### src/rtl/ram_stream_loader_if.sv
// Byte-stream handshake and block-RAM port bundle for ram_stream_loader.
// The loader is the master on both: it consumes bytes and initiates RAM cycles.
interface ram_stream_loader_if #(
  parameter int ADDR_W = 11,
  parameter int DATA_W = 16
);
  logic              in_valid;
  logic [7:0]        in_data;
  logic              in_ready;
  logic              mem_ce;
  logic              mem_oce;
  logic              mem_wre;
  logic [ADDR_W-1:0] mem_ad;
  logic [DATA_W-1:0] mem_din;
  logic [DATA_W-1:0] mem_dout;

  modport master (
    input  in_valid, in_data, mem_dout,
    output in_ready, mem_ce, mem_oce, mem_wre, mem_ad, mem_din
  );

  modport slave (
    output in_valid, in_data, mem_dout,
    input  in_ready, mem_ce, mem_oce, mem_wre, mem_ad, mem_din
  );
endinterface

### src/rtl/ram_stream_loader.sv
// Loads a byte stream into the program RAM as little-endian 16-bit words,
// then reads the image back and compares read/write checksums.
module ram_stream_loader #(
  parameter int ADDR_W = 11,
  parameter int DATA_W = 16
) (
  input  logic                clk,
  input  logic                reset,
  input  logic                start,
  input  logic [ADDR_W:0]     word_count,
  ram_stream_loader_if.master bus,
  output logic                busy,
  output logic                cpu_halt,
  output logic                done,
  output logic                error,
  output logic [DATA_W-1:0]   wr_sum,
  output logic [DATA_W-1:0]   rd_sum
);

  localparam logic [2:0] IDLE   = 3'd0;
  localparam logic [2:0] LO     = 3'd1;
  localparam logic [2:0] HI     = 3'd2;
  localparam logic [2:0] WR     = 3'd3;
  localparam logic [2:0] VRD    = 3'd4;
  localparam logic [2:0] VDRAIN = 3'd5;
  localparam logic [2:0] VCMP   = 3'd6;
  localparam logic [2:0] DONE   = 3'd7;

  localparam logic [ADDR_W:0] MAX_CNT = (ADDR_W+1)'(1) << ADDR_W;

  logic [2:0]        state;
  logic [ADDR_W:0]   cnt;
  logic [ADDR_W:0]   cnt_clamped;
  logic [ADDR_W-1:0] addr;
  logic [7:0]        lo;
  logic              pend;
  logic              last;
  logic              ce;
  logic              wre;
  logic [ADDR_W-1:0] ad;
  logic [DATA_W-1:0] din;

  assign cnt_clamped = (word_count > MAX_CNT) ? MAX_CNT : word_count;
  assign last        = ({1'b0, addr} == (cnt - (ADDR_W+1)'(1)));

  assign bus.in_ready = (state == LO) || (state == HI);
  assign bus.mem_ce   = ce;
  assign bus.mem_oce  = 1'b1;
  assign bus.mem_wre  = wre;
  assign bus.mem_ad   = ad;
  assign bus.mem_din  = din;
  assign cpu_halt     = busy;

  always_ff @(posedge clk) begin
    if (reset) begin
      state  <= IDLE;
      cnt    <= '0;
      addr   <= '0;
      lo     <= '0;
      pend   <= 1'b0;
      ce     <= 1'b0;
      wre    <= 1'b0;
      ad     <= '0;
      din    <= '0;
      busy   <= 1'b0;
      done   <= 1'b0;
      error  <= 1'b0;
      wr_sum <= '0;
      rd_sum <= '0;
    end else begin
      // pend marks the cycle after a read was issued, when mem_dout is valid
      pend <= 1'b0;
      if (pend) begin
        rd_sum <= rd_sum + bus.mem_dout;
      end

      case (state)
        IDLE: begin
          if (start) begin
            cnt    <= cnt_clamped;
            addr   <= '0;
            wr_sum <= '0;
            rd_sum <= '0;
            error  <= 1'b0;
            done   <= 1'b0;
            busy   <= 1'b1;
            state  <= (cnt_clamped == '0) ? DONE : LO;
          end
        end
        LO: begin
          if (bus.in_valid) begin
            lo    <= bus.in_data;
            state <= HI;
          end
        end
        HI: begin
          // RAM controls are registered, so they are set up on entry to WR
          if (bus.in_valid) begin
            ce    <= 1'b1;
            wre   <= 1'b1;
            ad    <= addr;
            din   <= {bus.in_data, lo};
            state <= WR;
          end
        end
        WR: begin
          wr_sum <= wr_sum + din;
          wre    <= 1'b0;
          if (last) begin
            addr  <= '0;
            ce    <= 1'b1;
            ad    <= '0;
            state <= VRD;
          end else begin
            addr  <= addr + ADDR_W'(1);
            ce    <= 1'b0;
            state <= LO;
          end
        end
        VRD: begin
          pend <= 1'b1;
          if (last) begin
            ce    <= 1'b0;
            state <= VDRAIN;
          end else begin
            addr <= addr + ADDR_W'(1);
            ad   <= addr + ADDR_W'(1);
          end
        end
        VDRAIN: begin
          state <= VCMP;
        end
        VCMP: begin
          error <= (rd_sum != wr_sum);
          state <= DONE;
        end
        DONE: begin
          busy  <= 1'b0;
          done  <= 1'b1;
          state <= IDLE;
        end
        default: begin
          state <= IDLE;
        end
      endcase
    end
  end

endmodule

### src/flat_wrapper.sv
// flat-port wrapper written by rule: the top's interface ports become plain ports
module ram_stream_loader_flat 
#(
  parameter int ADDR_W = 11,
  parameter int DATA_W = 16
)
  (clk, reset, start, word_count, busy, cpu_halt, done, error, wr_sum, rd_sum, bus_in_valid, bus_in_data, bus_mem_dout, bus_in_ready, bus_mem_ce, bus_mem_oce, bus_mem_wre, bus_mem_ad, bus_mem_din);
  ram_stream_loader_if #(.ADDR_W(ADDR_W), .DATA_W(DATA_W)) bus_i ();
  input  logic clk;
  input  logic reset;
  input  logic start;
  input  logic [ADDR_W:0] word_count;
  output logic busy;
  output logic cpu_halt;
  output logic done;
  output logic error;
  output logic [DATA_W-1:0] wr_sum;
  output logic [DATA_W-1:0] rd_sum;
  input wire logic [$bits(bus_i.in_valid)-1:0] bus_in_valid;
  input wire logic [$bits(bus_i.in_data)-1:0] bus_in_data;
  input wire logic [$bits(bus_i.mem_dout)-1:0] bus_mem_dout;
  output wire logic [$bits(bus_i.in_ready)-1:0] bus_in_ready;
  output wire logic [$bits(bus_i.mem_ce)-1:0] bus_mem_ce;
  output wire logic [$bits(bus_i.mem_oce)-1:0] bus_mem_oce;
  output wire logic [$bits(bus_i.mem_wre)-1:0] bus_mem_wre;
  output wire logic [$bits(bus_i.mem_ad)-1:0] bus_mem_ad;
  output wire logic [$bits(bus_i.mem_din)-1:0] bus_mem_din;
  assign bus_i.in_valid = bus_in_valid;
  assign bus_i.in_data = bus_in_data;
  assign bus_i.mem_dout = bus_mem_dout;
  assign bus_in_ready = bus_i.in_ready;
  assign bus_mem_ce = bus_i.mem_ce;
  assign bus_mem_oce = bus_i.mem_oce;
  assign bus_mem_wre = bus_i.mem_wre;
  assign bus_mem_ad = bus_i.mem_ad;
  assign bus_mem_din = bus_i.mem_din;
  ram_stream_loader #(.ADDR_W(ADDR_W), .DATA_W(DATA_W)) u_core (.clk(clk), .reset(reset), .start(start), .word_count(word_count), .bus(bus_i), .busy(busy), .cpu_halt(cpu_halt), .done(done), .error(error), .wr_sum(wr_sum), .rd_sum(rd_sum));
endmodule
### config.mk
export PLATFORM = sky130hd
export DESIGN_NAME = ram_stream_loader_flat
export DESIGN_NICKNAME = d
export VERILOG_FILES = /design/src/rtl/ram_stream_loader_if.sv /design/src/rtl/ram_stream_loader.sv /design/src/flat_wrapper.sv
export SDC_FILE = /design/constraint.sdc
export NUM_CORES = 1
export LEC_CHECK = 0
export BUFFER_PORTS_ARGS = -buffer_cell sky130_fd_sc_hd__buf_2
export CORE_ASPECT_RATIO = 0.5
export CORE_MARGIN = 5
export CORE_UTILIZATION = 60
export DETAILED_ROUTE_END_ITERATION = 8
export PLACE_DENSITY = 0.95
export RECOVER_POWER = 25
export SLEW_MARGIN = 20
export SYNTH_ARGS = -nofsm -noshare
export SYNTH_HDL_FRONTEND = slang
export SYNTH_SLANG_ARGS = --single-unit
### constraint.sdc
create_clock -name clk -period 5.68 [get_ports clk]
set_input_delay 0.852 -clock clk [delete_from_list [all_inputs] [get_ports clk]]
set_output_delay 0.852 -clock clk [all_outputs]
set_load 0.05 [all_outputs]
==> impl_metrics.csv, run 1 <==
group,metric,value,unit
global_routing,grt_pass1_vias,5733,
logic_synthesis,ys_seq_area_share,33.03,%
logic_synthesis,synth_nets,804,
run_status,outcome,"finished clean",
layout,final_common_cell,"dfxtp_1",
clocking,post-cts-setup-buffers,0,
die,rows,25,
routing,wire_per_inst,18.31,µm
logic_synthesis,ys_ff_latch,99,
setup_path,crit_chain,"inv_1, ha_1, nor3b_1, nand2_1, or4b_2, and2_1, o221ai_2, a211o_1, nand2_1",
power,p_leak,2.989,nW
routing,drt-pass1-iter-count,5,
placement,placed_cells,930,
timing,setup_tns,0,ns
logic_synthesis,yosysWarnings,0,
clocking,ctsResizeCount,0,
timing,hold_ws,0.4600,ns
setup_path,crit_path_end_kind,"register",
die,coreArea,9603,µm²
layout,layout-drive-gt1-share,15.17,%
timing,period_share,57.00,%
die,die_x,151.4,µm
setup_path,worstPathRequired,5.92,ns
clocking,hold_buffers,0,
run,max_cap_viol_count,0,
clocking,cts_tree,"built",
timing,finalHoldViolCount,0,
layout,final_cell_mix,"99 x dfxtp_1, 83 x buf_2, 79 x nand2_1, 70 x nor2_1, 67 x a21oi_1",
routing,vias,6111,
logic_synthesis,synth.distinct_cells,68,
setup_path,worstSetupPathType,"register to register",
power,total_power,1.680,mW
timing,period_minus_slack,3.237,ns
placement,io_buffers,105,
setup_path,max_stage_delay,0.74,ns
clocking,numCtsBuffers,9,
layout,final_area,6810,µm²
clocking,root_buffer,"clkbuf_16",
clocking,clock_latency,0.35,ns
setup_path,start_kind,"register",
logic_synthesis,synth_edf_count,0,
layout,diodes,0,
routing,wl,17320,µm
global_routing,grt_pass1_wl,27660,µm
timing,rsz0062_at_grt,"false",
timing,finClkSkew,0.009763,ns
logic_synthesis,synthFlopType,"dfxtp_1",
layout,syn2layout_area_growth,13.51,%
clocking,clock_sink_count,99,
timing,tightest_slew,1.149,ns
timing,drv_slew,0,
global_routing,grt_start_max_net_pins,63,
layout,stdcell_count,946,
timing,max_freq,308.9,MHz
logic_synthesis,synth_area,6000,µm²
timing,setup_viol,0,
die,num_io_pins,107,
clocking,clockBufferDepth,2,
setup_path,cp_slowest_cell,"o221ai_2",
placement,gp_congestion,0.9629,
routing,via_per_inst,6.460,
placement,placed_cell_area,6510,µm²
logic_synthesis,synthArstFlopShare,0,%
timing,relSlewSlack,23.39,%
layout,nets,880,
hold_path,hp-class,"register to register",
power,ir_worst_vdd,0.1623,mV
global_routing,grt.overflow.total,0,
setup_path,cp_common_cell,"nand2_1",
die,die_area,12220,µm²
routing,drc,0,
setup_path,cp.arrival,3.48,ns
die,die_y,80.71,µm
die,initial_core_util,62.48,%
placement,post-dp-hpwl,11980,µm
power,p_per_area,246.7,nW/µm²
clocking,cts.htree.levels,3,
routing,drt_iter0_markers,716,
clocking,clk_pin_slew,0.07,ns
global_routing,groute.usage.overall,27.96,%
logic_synthesis,postSynthAreaPerCell,8.218,µm²
setup_path,critPathMaxFanout,22,
logic_synthesis,syn_inst,730,
routing,postRouteAntennaNets,0,
global_routing,antenna_found_initial,0,
## registers in the layout, indices dropped and copies added (netlist names)
signal              count
u_core.lo               8
u_core.busy             1
u_core.done             1
u_core.state            3
u_core.bus.mem_ad      11
u_core.addr            11
u_core.bus.mem_ce       1
u_core.error            1
u_core.bus.mem_din     16
u_core.cnt             12
u_core.bus.mem_wre      1
u_core.wr_sum          16
u_core.pend             1
u_core.rd_sum          16
## critical path, delay by kind of cell, from the launching register on
kind                     cells  cell delay, ns
flip-flops                   1            0.35
AO/OA/AOI/OAI                2            0.98
AND/OR/NAND/NOR              5            1.47
adder cells (fa/ha/maj)      1            0.22
buffers and inverters        1            0.10
## stage by stage
step | utilization (%) | setup slack [ns]
floorplan | - | 2.663
global route | 70.92 | 2.315
finish | 70.92 | 2.443
detailed placement | 67.79 | 2.207
global placement | 67.79 | 2.332
CTS | 71.05 | 2.515
## final timing paths
| check | start | endpoint | slack (ns) | depth (start not counted) |
|---|---|---|---|---|
| max | u_core.cnt[0] | u_core.bus.mem_ad[4] | 2.44 | 9 |
| min | u_core.bus.mem_ad[9] | u_core.bus.mem_ad[9] | 0.46 | 2 |
| max reg2reg | u_core.cnt[0] | u_core.bus.mem_ad[4] | 2.44 | 9 |
| min reg2reg | u_core.bus.mem_ad[9] | u_core.bus.mem_ad[9] | 0.46 | 2 |
## synthesized netlist by cell type, types with 7 or more instances
cell      instances  area, µm²
dfxtp_1          99       1982
a22oi_1          13      97.59
a21o_1           13      97.59
ha_1             32      400.4
mux2i_1          18      180.2
nand2b_1          9      56.30
nor4_1           12      75.07
a211oi_1         12      90.09
and3_1            7      43.79
xor2_1           30      262.8
xnor2_1          18      157.7
nand4_1          16      100.1
a31oi_1          11      68.82
a21oi_1          67      335.3
nand2_1          79      296.5
nor3_1           20      100.1
nand3_1          14      70.07
o21ai_0          27      135.1
nor2_1           74      277.8
inv_1            11      41.29
clkbuf_1         32      120.1
a211o_1          11      96.34
a22o_1           10      87.58
## routing by layer
layer	vias to the layer above	GRT usage [%]	share of wire, %	routed length (µm)
met2	341	47.19	48	8276
met1	2868	33.95	40	6984
met5	-	0	0	0
met4	0	11.84	3.3	564
li1	2833	-	-	-
met3	69	7.497	8.6	1498
## area by class of cell
cell class                      count  area (µm²)
Inverter                           13       48.80
Clock inverter                      5       60.06
Multi-Input combinational cell    576        3785
Fill cell                         690        2793
Timing Repair Buffer              107       513.0
Tap cell                          135       168.9
Clock buffer                       11       252.7
Sequential cell                    99        1982
## kinds of logic after synthesis
family | Yosys count | share of synthesized area, %
compound gates | 209 | 23.75
xor+xnor | 48 | 7.007
fa+ha+maj | 34 | 7.341
buf+inv | 55 | 4.129
flops | 99 | 33.03
mux | 18 | 3.003
other cells | 1 | 0.06251
simple gates | 266 | 21.67
## power by group
group / internal (mW) / switching, mW
registers: 0.715 / 0.0306
clock network: 0.367 / 0.276
logic: 0.0895 / 0.202
total: 1.17 / 0.509
(Power assumes the default switching activity.)
==> run 2: changes to the inputs <==
- CORE_UTILIZATION: 60 -> 57
- PLACE_DENSITY: 0.95 -> 0.92
- clock period: 5.68 -> 3.1 ns (I/O delays scaled with it)
==> impl_metrics.csv, run 2 (synthesis gave the netlist of run 1 again) <==
group,metric,value,unit
timing,finalHoldViolCount,0,
global_routing,groute.usage.overall,25.28,%
setup_path,worstSetupPathType,"register to register",
timing,tightest_slew,0.9732,ns
layout,multi_input_area,3770,µm²
layout,diodes,0,
timing,relSlewSlack,35.12,%
clocking,clockBufferDepth,2,
die,die_x,155.1,µm
clocking,hold_buffers,0,
clocking,cts_tree,"built",
layout,nets,890,
die,rows,26,
layout,layout-drive-gt1-share,13.64,%
timing,max_freq,349.9,MHz
die,initial_core_util,58.55,%
clocking,ctsResizeCount,0,
setup_path,cp_common_cell,"nand2_1",
setup_path,cp.arrival,3.16,ns
global_routing,grt_start_max_net_pins,63,
setup_path,start_kind,"register",
die,num_io_pins,107,
routing,wl,16330,µm
timing,period_share,92.18,%
timing,drv_slew,0,
timing,setup_tns,0,ns
die,die_area,12800,µm²
layout,final_cell_mix,"99 x dfxtp_1, 79 x nand2_1, 74 x nor2_1, 67 x a21oi_1, 67 x buf_2",
clocking,post-cts-setup-buffers,0,
routing,drc,0,
placement,gp_congestion,0.9196,
placement,io_buffers,105,
power,total_power,3.063,mW
layout,utilization,66.80,%
setup_path,critPathMaxFanout,22,
global_routing,grt_pass1_wl,26570,µm
timing,setup_viol,0,
timing,finClkSkew,0.01044,ns
clocking,root_buffer,"clkbuf_16",
power,p_per_area,447.5,nW/µm²
layout,final_area,6845,µm²
clocking,numCtsBuffers,9,
setup_path,worstPathRequired,3.40,ns
power,p_leak,2.962,nW
routing,via_per_inst,6.210,
clocking,cts.htree.levels,3,
clocking,clk_pin_slew,0.07,ns
timing,period_minus_slack,2.858,ns
routing,drt_iter0_markers,457,
layout,final_common_cell,"dfxtp_1",
placement,post-dp-hpwl,11880,µm
die,die_y,82.55,µm
setup_path,crit_chain,"inv_1, ha_1, nor3b_1, nand2_1, or4b_2, nand2_1, nand3_2, a211o_1, nand2_1",
run,max_cap_viol_count,0,
clocking,clock_sink_count,99,
global_routing,antenna_found_initial,0,
setup_path,r2r_setup_slack,0.24,ns
setup_path,crit_path_end_kind,"register",
layout,regArea,1982,µm²
placement,placed_cell_area,6591,µm²
routing,wire_per_inst,16.99,µm
layout,syn2layout_area_growth,14.10,%
routing,postRouteAntennaNets,0,
global_routing,grt.overflow.total,0,
routing,vias,5968,
run_status,outcome,"finished clean",
setup_path,cp_slowest_cell,"or4b_2",
hold_path,hp-class,"primary input to register",
global_routing,grt_pass1_vias,5570,
die,coreArea,10250,µm²
power,ir_worst_vdd,0.3020,mV
layout,n_fill_cell,812,
setup_path,critPathBufInv,1,
timing,rsz0062_at_grt,"false",
clocking,clock_latency,0.36,ns
setup_path,cp_top_family,"simple AND/OR/NAND/NOR gates",
routing,drt-pass1-iter-count,6,
setup_path,max_stage_delay,0.64,ns
run 2: cell count changes in the layout (fill, tap and decap cells not counted), sizes merged:
| cell | change |
|---|---|
| clkbuf | +15 |
| buf | -7 |
| inv | +3 |
| clkinv | -1 |
run 2: power by group:
part / total, mW / switching (mW) / internal [mW]
logic: 0.537 / 0.361 / 0.176
clock network: 1.17 / 0.530 / 0.639
registers: 1.36 / 0.0480 / 1.31
run 2: stage by stage:
step           hold WS [ns]  std cells  setup slack, ns
6_report             0.3444        961           0.2423
2_1_floorplan        0.4313        730           0.3583
5_1_grt              0.3459        961          0.08918
3_3_place_gp         0.4421        945           0.2796
3_5_place_dp         0.4483        945           0.1251
4_1_cts              0.3381        961           0.2859
run 2: area by class of cell:
type,instances,area share [%]
Sequential cell,99,28.95
Clock buffer,9,3.290
Clock inverter,7,1.170
Inverter,13,0.7128
Timing Repair Buffer,117,8.243
Tap cell,140,2.559
Multi-Input combinational cell,576,55.07
run 2: final timing paths:
kind | from | end | cells past startpoint
hold / removal | word_count[6] | u_core.cnt[6] | 2
setup / recovery | u_core.cnt[0] | u_core.bus.mem_ad[4] | 9
setup reg to reg | u_core.cnt[0] | u_core.bus.mem_ad[4] | 9
hold reg to reg | u_core.lo[7] | u_core.bus.mem_din[7] | 2
run 2: layer usage:
| metal | up-vias | GRT usage, % | wire [µm] |
|---|---|---|---|
| li1 | 2835 | - | - |
| met5 | - | 0 | 0 |
| met3 | 62 | 6.195 | 1086 |
| met4 | 0 | 11.81 | 538 |
| met1 | 2819 | 29.57 | 6869 |
| met2 | 252 | 44.68 | 7831 |
run 2: worst reg2reg max path, stage by stage, from the launching register on:
cell and delay, ns:
dfxtp_1 0.34, inv_1 0.10, ha_1 0.22, nor3b_1 0.36, nand2_1 0.13, or4b_2 0.64, nand2_1 0.20, nand3_2 0.38
a211o_1 0.40, nand2_1 0.06
